[src/rtl/vr_hs_bridge.sv]
// Valid/ready to req/ack bridge: DEPTH-entry FIFO feeding a 4-phase or 2-phase
// handshake launcher, with an optional ack synchroniser.
module vr_hs_bridge #(
  parameter int WIDTH    = 8,
  parameter int DEPTH    = 4,
  parameter int PHASE    = 0,
  parameter int ACK_SYNC = 0
) (
  input  logic                     clk,
  input  logic                     rst,
  input  logic                     en,
  input  logic                     valid,
  output logic                     ready,
  input  logic [WIDTH-1:0]         data_in,
  output logic                     req,
  input  logic                     ack,
  output logic [WIDTH-1:0]         data_out,
  output logic [$clog2(DEPTH):0]   count
);
  localparam int AW = $clog2(DEPTH);
  localparam int CW = AW + 1;

  typedef enum logic [1:0] {IDLE, REQ, RELEASE} state_t;

  state_t           state;
  logic [WIDTH-1:0] mem [DEPTH];
  logic [AW-1:0]    wr_ptr, rd_ptr;
  logic [CW-1:0]    count_nxt;
  logic             ack_s, push, done, launch;

  generate
    if (ACK_SYNC == 0) begin : g_nosync
      assign ack_s = ack;
    end else begin : g_sync
      logic [ACK_SYNC-1:0] sync_q;
      always_ff @(posedge clk or posedge rst) begin
        if (rst) sync_q <= '0;
        else begin
          sync_q[0] <= ack;
          for (int i = 1; i < ACK_SYNC; i++) sync_q[i] <= sync_q[i-1];
        end
      end
      assign ack_s = sync_q[ACK_SYNC-1];
    end
  endgenerate

  // done: the current slot is free for a new launch this cycle
  always_comb begin
    done = 1'b0;
    case (state)
      IDLE:    done = 1'b1;
      REQ:     done = (PHASE != 0) && (ack_s == req);
      RELEASE: done = !ack_s;
      default: done = 1'b0;
    endcase
  end

  assign push      = valid && ready;
  assign launch    = done && en && (count != '0);
  assign count_nxt = count + CW'(push) - CW'(launch);

  always_ff @(posedge clk) begin
    if (push) mem[wr_ptr] <= data_in;
  end

  always_ff @(posedge clk or posedge rst) begin
    if (rst) begin
      state    <= IDLE;
      req      <= 1'b0;
      data_out <= '0;
      count    <= '0;
      ready    <= 1'b0;
      wr_ptr   <= '0;
      rd_ptr   <= '0;
    end else begin
      count <= count_nxt;
      // ready follows next-cycle occupancy so a full FIFO is never overwritten
      ready <= (count_nxt < CW'(DEPTH));
      if (push) wr_ptr <= wr_ptr + 1'b1;
      if (launch) begin
        rd_ptr   <= rd_ptr + 1'b1;
        data_out <= mem[rd_ptr];
        req      <= (PHASE != 0) ? ~req : 1'b1;
        state    <= REQ;
      end else begin
        case (state)
          REQ: begin
            if (PHASE == 0) begin
              if (ack_s) begin
                req   <= 1'b0;
                state <= RELEASE;
              end
            end else if (done) begin
              state <= IDLE;
            end
          end
          RELEASE: if (!ack_s) state <= IDLE;
          default: ;
        endcase
      end
    end
  end
endmodule

[config.mk]
export PLATFORM = sky130hd
export DESIGN_NAME = vr_hs_bridge
export DESIGN_NICKNAME = d
export VERILOG_FILES = /design/src/rtl/vr_hs_bridge.sv
export SDC_FILE = /design/constraint.sdc
export NUM_CORES = 1
export LEC_CHECK = 0
export ABC_AREA = 0
export BUFFER_PORTS_ARGS = -buffer_cell sky130_fd_sc_hd__buf_2
export CORE_MARGIN = 4
export CORE_UTILIZATION = 60
export DETAILED_ROUTE_END_ITERATION = 7
export PLACE_DENSITY = 0.87
export SYNTH_ARGS = -nofsm -noshare
export SYNTH_HDL_FRONTEND = slang
export SYNTH_SLANG_ARGS = --single-unit
[constraint.sdc]
create_clock -name clk -period 5.3 [get_ports clk]
set_input_delay 1.325 -clock clk [delete_from_list [all_inputs] [get_ports clk]]
set_output_delay 1.325 -clock clk [all_outputs]
set_load 0.1 [all_outputs]
# Word-level counts from Yosys, hierarchy flattened
# Memories as Yosys holds them, arrays and structs flattened. A register that Yosys moved wholly into a read port is not among the register bits.
# Index checks and enable logic that the tools add are counted.
# Widths: inputs -> output; s select.
# op_classes
add_sub_neg,4
n_lt_le_gt_ge,1
eq_ne,4
muxes,10
reduce_logical,11
# op_table
cell,n
$mux 2,3
$ne 3x3->1 const B,2
$reduce_bool 3->1,2
$mux 1,5
$add 2x1->2 const B,2
$pmux 2 s2,1
$reduce_bool 2->1,2
$add 3x1->3,1
$logic_and 1x1->1,3
$lt 3x3->1 const B,1
$reduce_and 3->1,1
$sub 3x1->3,1
$eq 2x1->1 const B,1
$eq 2x2->1 const B,1
$logic_not 2->1,1
$pmux 1 s2,1
$reduce_and 2->1,1
$logic_not 1->1,1
# totals
regBits,11
ramBits,32
inputBits,13
output_inout_bits,13
elab_cells,37
n_memories,1
# memory_table
name,words,word_bits,rd,rd_clocked_by_memory_dff,wr,line,text
mem,4,8,1,1,1,26,logic [WIDTH-1:0] mem [DEPTH];

# Longest topological paths before layout
# Gate-level depths: netlist of run 1.
# depth
ltp_word,6
depth_mapped,12
ltp_nobuf,11

# Least setup slack after synthesis of run 1
# Ideal clock, no wire load.
# synth_path
path_type,input -> register
start,input port ack
end,register count[2]
setup_ps,123
t_arrival_ps,3018
required_time_ps,5177
path_slack_ps,2159
path_stages,12
n_path_buf,1
cell_sequence,a21oi_2 -> nand3_2 -> buf_12 -> inv_1 -> ha_1 -> inv_1 -> ha_1 -> inv_1 -> fa_1 -> xnor2_1 -> xor2_1 -> inv_1
# synth_between
elab_chain_len,5
# synth_rtl
item,line,text
"start, declared",16,"input logic ack,"
$logic_not 1->1,--,
$pmux 1 s2,50,case (state)
$logic_and 1x1->1 (2 in series),59,assign launch = done && en && (count != '0);
via launch,29,"logic ack_s, push, done, launch;"
$sub 3x1->3,60,assign count_nxt = count + CW'(push) - CW'(launch);
via count_nxt[2],28,logic [CW-1:0] count_nxt;
"end signal, assigned",76,count <= count_nxt;
"end, declared",18,output logic [$clog2(DEPTH):0] count
# The timed path passes the listed nets, and every way through them passes these cells.
# A chain may end at the register's enable or synchronous reset.

# Worst setup path after layout of run 1
# Same ends and word-level chain as after synthesis.

==> results of run 1 <==
## flip-flops by register name, indices dropped and copies added (netlist names)
signal	flops
rd_ptr	2
count	3
wr_ptr	2
state	2
ready	1
mem	32
data_out	8
req	1
## final cells by class
cell class	count	area [sq um]
sequential	51	1440
clock inverter	2	35.0
clock buffer	6	51.3
tap	44	55.1
fill	215	881
inverter	9	33.8
multi-input combinational	45	536
timing repair buffer	25	125
## cell usage after synthesis
| library cell | number | share of area |
|---|---|---|
| inv_1 | 9 | 0.017 |
| mux2_4 | 5 | 0.037 |
| nor2_1 | 2 | 0.0037 |
| dfrtp_1 | 19 | 0.23 |
| a21oi_2 | 1 | 0.0043 |
| fa_1 | 1 | 0.0098 |
| or3_4 | 1 | 0.0055 |
| and3_1 | 4 | 0.012 |
| mux2_2 | 4 | 0.022 |
| buf_12 | 1 | 0.0098 |
| buf_6 | 1 | 0.0055 |
| nand3b_1 | 1 | 0.0037 |
| nand4_1 | 1 | 0.0031 |
| xnor2_1 | 4 | 0.017 |
| ha_1 | 6 | 0.037 |
| clkbuf_1 | 1 | 0.0018 |
| xor2_1 | 1 | 0.0043 |
| mux4_2 | 8 | 0.088 |
| edfxtp_1 | 32 | 0.47 |
| nand2_1 | 4 | 0.0074 |
| o21ai_0 | 1 | 0.0025 |
| nand3_2 | 1 | 0.0049 |
## through the flow
step | instances | util | instance area [sq um] | setup slack [ns]
3_5_place_dp | 174 | 0.693 | 2190 | 1.72
6_report | 182 | 0.721 | 2270 | 2.15
2_1_floorplan | 108 | - | 2040 | 2.16
4_1_cts | 182 | 0.721 | 2270 | 2.12
3_3_place_gp | 174 | 0.693 | 2190 | 1.89
5_1_grt | 182 | 0.721 | 2270 | 1.97
## routing by layer
metal	wire [um]	GRT usage
met1	1190	0.194
met2	1750	0.297
met3	148	0.0510
met4	65	0.0761
met5	0	0
## tightest hold or removal path, stage by stage (launching register included)
cell	delay, ns
dfrtp_1	0.36
nand2_1	0.05
nand2_1	0.05
## final timing paths
kind / startpoint / endpoint / slack, ns / depth (start not counted)
max in group asynchronous: rst / wr_ptr[0] / 3.80 / 2
setup / recovery: ack / count[2] / 2.15 / 12
hold reg to reg: req / req / 0.49 / 2
min in group asynchronous: rst / rd_ptr[0] / 1.05 / 2
hold / removal: req / req / 0.49 / 2
setup reg to reg: count[1] / count[2] / 2.62 / 11
## logic make-up (layout without fill, tap and decap cells)
family                     Yosys count  count (layout)  share of synthesized area
xor gates and xnor gates             5               5                     0.0215
muxes                               17              17                      0.147
buffers and inverters               12              42                     0.0337
adders and majority gates            7               7                     0.0466
DFF                                 51              51                      0.704
AOI/OAI and AO/OA                    2               2                    0.00674
and+or+nand+nor                     14              14                     0.0405
==> key figures, run 1 <==
Cells and area
  • Commonest non-fill, non-tap cells in the layout: edfxtp_1 (32), buf_2 (25), dfrtp_1 (19), inv_1 (9), mux4_2 (8)
  • P&R area growth vs syn: 11.3%
  • Number of diodes: 0
  • Final #Nets: 157
  • Commonest non-fill, non-tap cell in the layout: edfxtp_1
  • Layout cell share with drive strength beyond 1: 0.384

Placed design
  • Detail Placement HPWL: 2280 um
  • GP Congestion: 0.740
  • Buffers on Ports: 25

Yosys
  • Avg Cell Area, Syn: 18.9 sq um
  • Post-synthesis sequential area ratio: 0.704
  • Mapped cell area: about 2000 sq um
  • Seq cells post-synth: between 50 and 60
  • Synthesized instance count: 108
  • Syn_nets: 128
  • Synth cell types: 22
  • Yosys warning total: 0

Routing
  • Routed Antenna Nets: 0
  • # DRC: 0
  • Routed len/inst: 17.3 um
  • Routed Wire Length: 3150 um
  • Vias: 988
  • Initial DRT Pass Iterations: 4
  • Iter 0 DRT Violations: 36
  • Via/cell ratio: 5.43

Global routing
  • Largest net degree at the start of global routing: 20
  • GRT overflow: 0
  • Vias in the first global route: around 1.1k
  • Global-route wire length before repair: 5290 um
  • Initial antenna violation count: 0
  • Total GRT Usage: 0.171

Worst setup path
  • Startpoint types: input pin
  • Worst path arrival time: 3.41 ns
  • Max FO, Critical Path: 12
  • CP Class: in -> reg
  • Slowest-stage cell, CP: fa_1
  • Largest delay contributor family on the critical path: adder cells
  • Crit end category: flop
  • Worst path max stage delay: around 0.37 ns
  • Buf/Inv on CP: 5
  • Critical path required time: 5.56 ns
  • Cell mode on critical path: inv_1
  • Worst path cell trace: buf_2 -> a21oi_2 -> nand3_2 -> inv_1 -> ha_1 -> inv_1 -> ha_1 -> inv_1 -> fa_1 -> xnor2_1 -> xor2_1 -> inv_1

STA
  • Final-report hold violation count: 0
  • Final setup fails: 0
  • Worst Skew: 0.0134 ns
  • Slew Limit Fails: 0
  • Maximum clock frequency: 318 MHz
  • Fin crit period: 3.15 ns
  • RSZ-0062 raised after global routing: false
  • Fin Setup TNS: 0 ns
  • Max_slew headroom: 0.533
  • Min Hold Slack: 0.485 ns
  • Worst-margin pin slew: 0.700 ns
  • Final worst-path cycle share: 0.594

Floorplan
  • Core area: 3150 sq um
  • Die Y-Extent: 66.3 um
  • Initial Util: 0.647
  • I/O pin cnt: 26
  • FP Rows: 20
  • Die area: 4400 sq um
  • Die width: 66.3 um

Clocking
  • Clock sinks: 51
  • Max clock buf depth: 2
  • TritonCTS clock tree: yes
  • CTS H-tree lvls: 2
  • Register clock-pin slew on the reported worst setup and hold paths: 0.13 ns
  • Clk Latency, worst-skew pair: between 0.3 and 0.4 ns
  • Root buffer cell: clkbuf_4
  • Setup bufs post-CTS: 0
  • Post-CTS Resized: 0
  • CTS Hold Buffers Added: 0
  • CTS buffer count: 5

Worst hold path
  • Hold Crit Class: reg -> reg

Job
  • MaxCap Viol Count: 0

Run status
  • Status: complete, no violations
Power of run 1 is left out: the tool's default activity adds up to more than one toggle a clock period on the data nets, which glitch-free logic cannot reach.
==> inputs of run 2 (changes only) <==
--- a/config.mk
+++ b/config.mk
@@ -8,9 +8,9 @@
 export ABC_AREA = 0
 export BUFFER_PORTS_ARGS = -buffer_cell sky130_fd_sc_hd__buf_2
 export CORE_MARGIN = 4
-export CORE_UTILIZATION = 60
+export CORE_UTILIZATION = 56
 export DETAILED_ROUTE_END_ITERATION = 7
-export PLACE_DENSITY = 0.87
+export PLACE_DENSITY = 0.83
 export SYNTH_ARGS = -nofsm -noshare
 export SYNTH_HDL_FRONTEND = slang
 export SYNTH_SLANG_ARGS = --single-unit
==> constraint.sdc (replaced) <==
create_clock -name clk -period 3.2 [get_ports clk]
set_input_delay 0.8 -clock clk [delete_from_list [all_inputs] [get_ports clk]]
set_output_delay 0.8 -clock clk [all_outputs]
set_load 0.1 [all_outputs]
==> key figures, run 2 (synthesis results as in run 1) <==
Global routing
  • GR Util met3: 0.0394 (-0.0116)
  • Largest net degree at the start of global routing: 20 (unchanged)
  • Most crowded layer after global routing: met2
  • Initial antenna violation count: 0 (unchanged)
  • GRT overflow: 0 (unchanged)
  • GR Layer Usage met1: 0.182 (-0.0121)
  • Global-route wire length before repair: 5220 um (-1.2%)
  • Total GRT Usage: 0.167 (-0.00444)
  • M2 GR Usage: 0.295 (-0.00257)
  • Vias in the first global route: 1078 (-2.1%)

Worst hold path
  • Hold path cells: 2 (unchanged)
  • Hold Crit Class: reg -> reg

Clocking
  • Max clock buf depth: 2 (unchanged)
  • Root buffer cell: clkbuf_4
  • Register clock-pin slew on the reported worst setup and hold paths: 0.13 ns (about the same)
  • Setup bufs post-CTS: 0 (unchanged)
  • CTS H-tree lvls: 2 (unchanged)
  • Clk Latency, worst-skew pair: 0.36 ns (about the same)
  • Clock sinks: 51 (unchanged)
  • TritonCTS clock tree: yes
  • CTS Hold Buffers Added: 0 (unchanged)
  • CTS buffer count: 5 (unchanged)
  • Post-CTS Resized: 0 (unchanged)

STA
  • Worst-margin pin slew: 0.752 ns (+0.0520 ns)
  • Max_slew headroom: 0.498 (-0.0347)
  • RSZ-0062 raised after global routing: false
  • Final worst-path cycle share: 0.750
  • Maximum clock frequency: 417 MHz
  • Final-report hold violation count: 0 (unchanged)
  • Worst Skew: 0.00265 ns (-0.0108 ns)
  • Slew Limit Fails: 0 (unchanged)
  • Fin crit period: 2.40 ns
  • Fin Setup TNS: 0 ns (unchanged)
  • Final setup fails: 0 (unchanged)

Floorplan
  • I/O pin cnt: 26 (unchanged)
  • Core area: 3420 sq um (+8.3%)
  • FP Rows: 21 (+5.0%)
  • Die area: 4670 sq um (+6.3%)
  • Die Y-Extent: 68.4 um (+3.1%)
  • Die width: 68.4 um (+3.1%)
  • Initial Util: 0.597 (-0.0498)

Cells and area
  • Layout cell share with drive strength beyond 1: 0.381 (-0.00276)
  • Biggest regs: mem x32, data_out x8, count x3
  • P&R area growth vs syn: 10.2%
  • Commonest non-fill, non-tap cells in the layout: edfxtp_1 (32), buf_2 (25), dfrtp_1 (19), inv_1 (9), mux4_2 (8)
  • Area of the multi-input gates: 536 sq um (unchanged)
  • Final #Nets: 158 (+0.64%)
  • Max reg flops: 32 (unchanged)
  • Seq. cell area: 1440 sq um (unchanged)
  • Commonest non-fill, non-tap cell in the layout: edfxtp_1
  • Fill count: 249 (+16%)
  • Biggest register: mem
  • Number of diodes: 0 (unchanged)

Routing
  • Routed Wire Length: 3190 um (+1.1%)
  • Routed Antenna Nets: 0 (unchanged)
  • Initial DRT Pass Iterations: 4 (unchanged)
  • # DRC: 0 (unchanged)
  • Routed len/inst: 17.2 um (-0.50%)
  • Vias: 1013 (+2.5%)
  • Via/cell ratio: 5.48 (+0.87%)
  • Iter 0 DRT Violations: 24 (-33%)

Placed design
  • Buffers on Ports: 25 (unchanged)
  • Detail Placement HPWL: 2270 um (-0.59%)
  • GP Congestion: 0.711 (-3.9%)

Worst setup path
  • CP Class: reg -> reg
  • Crit end category: flop
  • Critical path required time: 3.47 ns (-2.09 ns)
  • Worst path arrival time: 2.67 ns (-0.74 ns)
  • Worst Reg2Reg Path Length in Cells: 11 (unchanged)
  • Startpoint types: flop
  • Max FO, Critical Path: 4 (-8)

Job
  • MaxCap Viol Count: 0 (unchanged)

Run status
  • Status: complete, no violations
[run 2: cell count changes in the layout (fill, tap and decap cells not counted), sizes merged]
cell,previous run,this run
buf,25,26
bufinv,1,0
clkinvlp,0,1
[run 2: worst max-delay path, cell delays in order (launching register included)]
cell,delay (ns)
dfrtp_1,0.46
or3_4,0.42
nand3_2,0.08
inv_1,0.04
ha_1,0.26
inv_1,0.06
ha_1,0.13
inv_1,0.05
fa_1,0.37
xnor2_1,0.18
xor2_1,0.20
inv_1,0.06
[run 2: cell type report]
cell class                 instances  share of cell area
tap                               46              0.0256
clock inverter                     2             0.00556
inverter                           9              0.0150
timing repair buffer              26              0.0590
multi-input combinational         45               0.238
clock buffer                       6              0.0184
sequential                        51               0.638
[run 2: per-layer routing]
layer / routed length (um) / share of wire
met2: 1790 / 0.56
met5: 0 / 0
met3: 131 / 0.041
met1: 1210 / 0.38
met4: 53 / 0.017
[run 2: final timing paths]
check / from / endpoint / slack (ns)
worst max-delay path: count[1] / count[2] / 0.80
min in group asynchronous: rst / rd_ptr[1] / 0.54
max in group asynchronous: rst / rd_ptr[0] / 2.19
worst max register to register: count[1] / count[2] / 0.80
worst min register to register: req / req / 0.50
worst min-delay path: req / req / 0.50
[run 2: through the flow]
step | std cells | hold slack, ns | cell area, sq um | utilization | setup WS, ns
finish | 185 | 0.495 | 2250 | 0.659 | 0.799
global route | 185 | 0.535 | 2250 | 0.659 | 0.628
CTS | 185 | 0.499 | 2250 | 0.659 | 0.775
detailed placement | 177 | 0.468 | 2200 | 0.643 | 0.530
global placement | 177 | 0.457 | 2200 | 0.643 | 0.621
floorplan | 108 | 0.498 | 2040 | - | 0.247
Power of run 2 is left out for the same reason.
==> inputs of run 3 (changes only) <==
==> constraint.sdc (replaced) <==
create_clock -name clk -period 2.4 [get_ports clk]
set_input_delay 0.6 -clock clk [delete_from_list [all_inputs] [get_ports clk]]
set_output_delay 0.6 -clock clk [all_outputs]
set_load 0.1 [all_outputs]
==> key figures, run 3 (synthesis results as in run 1) <==
Global routing
  • M2 GR Usage: 0.272 (-0.0229)
  • GR Layer Usage met1: 0.208 (+0.0260)
  • GRT overflow: 0 (unchanged)
  • Most crowded layer after global routing: met2
  • GR Util met3: 0.0427 (+0.00328)
  • Total GRT Usage: 0.164 (-0.00308)
  • Vias in the first global route: 1057 (-1.9%)
  • Largest net degree at the start of global routing: 20 (unchanged)
  • Global-route wire length before repair: 5210 um (-0.27%)
  • Initial antenna violation count: 0 (unchanged)

Floorplan
  • Die width: 68.4 um (unchanged)
  • I/O pin cnt: 26 (unchanged)
  • Core area: 3420 sq um (unchanged)
  • FP Rows: 21 (unchanged)
  • Initial Util: 0.597 (unchanged)
  • Die Y-Extent: 68.4 um (unchanged)
  • Die area: 4670 sq um (unchanged)

Cells and area
  • Biggest regs: mem x32, data_out x8, count x3
  • Final Core Density: 0.685 (+0.0260)
  • Final #Nets: 161 (+1.9%)
  • Area of the multi-input gates: 578 sq um (+7.9%)
  • Fill count: 235 (-5.6%)
  • Commonest non-fill, non-tap cell in the layout: edfxtp_1
  • Commonest non-fill, non-tap cells in the layout: edfxtp_1 (32), buf_2 (25), dfrtp_1 (15), mux4_2 (8), inv_1 (6)
  • Seq. cell area: 1450 sq um (+0.87%)
  • Max reg flops: 32 (unchanged)
  • Number of diodes: 0 (unchanged)
  • Post-route insts no fill: 188 (+1.6%)
  • P&R area growth vs syn: 14.6%
  • Layout cell share with drive strength beyond 1: 0.479 (+0.0976)
  • Biggest register: mem

Run status
  • Status: complete, no violations

Clocking
  • Clk Latency, worst-skew pair: 0.37 ns (about the same)
  • Max clock buf depth: 2 (unchanged)
  • Register clock-pin slew on the reported worst setup and hold paths: 0.15 ns (+0.02 ns)
  • Setup bufs post-CTS: 0 (unchanged)
  • CTS Hold Buffers Added: 0 (unchanged)
  • Post-CTS Resized: 0 (unchanged)
  • CTS buffer count: 5 (unchanged)
  • Clock sinks: 51 (unchanged)
  • TritonCTS clock tree: yes
  • Root buffer cell: clkbuf_4
  • CTS H-tree lvls: 2 (unchanged)

Routing
  • Routed len/inst: 16.7 um (-3.0%)
  • Initial DRT Pass Iterations: 4 (unchanged)
  • # DRC: 0 (unchanged)
  • Vias: 1003 (-0.99%)
  • Routed Antenna Nets: 0 (unchanged)
  • Via/cell ratio: 5.34 (-2.6%)
  • Iter 0 DRT Violations: 25 (+4.2%)
  • Routed Wire Length: 3150 um (-1.4%)

STA
  • Fin crit period: 2.28 ns (-0.117 ns)
  • Final worst-path cycle share: 0.952 (+0.201)
  • Worst-margin pin slew: 0.734 ns (-0.0186 ns)
  • Worst Skew: 0.00777 ns (+0.00512 ns)
  • Final setup fails: 0 (unchanged)
  • Max_slew headroom: 0.510 (+0.0124)
  • Final-report hold violation count: 0 (unchanged)
  • Fin Setup TNS: 0 ns (unchanged)
  • Maximum clock frequency: 438 MHz (+5.1%)
  • Slew Limit Fails: 0 (unchanged)
  • RSZ-0062 raised after global routing: false

Job
  • MaxCap Viol Count: 0 (unchanged)

Worst setup path
  • FF-to-FF End: count[2]
  • Startpoint types: flop
  • R2R Setup Slk: 0.12 ns (-0.68 ns)
  • Worst Reg2Reg Path Length in Cells: 11 (unchanged)
  • Max FO, Critical Path: 2 (-2)
  • Worst path arrival time: 2.56 ns (-0.11 ns)
  • RR Startpoint: count[2]
  • Crit end category: flop
  • CP Class: reg -> reg
  • Critical path required time: 2.68 ns (-0.79 ns)
  • Worst setup path start: count[2]

Placed design
  • Placed cells: 178 (+0.56%)
  • GP Congestion: 0.695 (-2.2%)
  • Detail Placement HPWL: 2230 um (-1.8%)
  • Buffers on Ports: 25 (unchanged)

Worst hold path
  • Hold Crit Class: in -> async
run 3: stage by stage:
step | instance area [sq um] | hold slack [ns] | setup WS, ns
global route | 2340 | 0.373 | 0.0185
CTS | 2320 | 0.339 | 0.0215
finish | 2340 | 0.325 | 0.116
floorplan | 2100 | 0.498 | -0.172
detailed placement | 2260 | 0.464 | -0.0470
global placement | 2260 | 0.456 | 0.0435
run 3: how the worst max path moves through the flow:
stage,to,depth (start not counted)
after floorplan,count[2],12
after global placement,count[2],12
after detailed placement,count[2],12
after CTS,count[2],11
after global routing,count[2],11
final,count[2],11
run 3: final cells by class:
type / instances / area share
Clock buffer: 5 / 0.0161
Clock inverter: 3 / 0.0107
Inverter: 9 / 0.0155
Multi-Input combinational cell: 45 / 0.247
Sequential cell: 51 / 0.620
Tap cell: 46 / 0.0246
Timing Repair Buffer: 29 / 0.0663
run 3: layer usage:
metal	up-vias	wire, um
met2	22	1630
met4	0	55
met1	516	1310
met3	7	148
met5	-	0
li1	458	-
run 3: critical path: stages (launching register included):
cell	delay [ns]
dfrtp_4	0.50
or3_4	0.41
nand3_4	0.08
inv_4	0.04
ha_4	0.20
inv_2	0.06
ha_4	0.11
inv_2	0.03
fa_2	0.37
xnor2_2	0.14
xor2_1	0.20
inv_1	0.06
Power of run 3 is left out for the same reason.
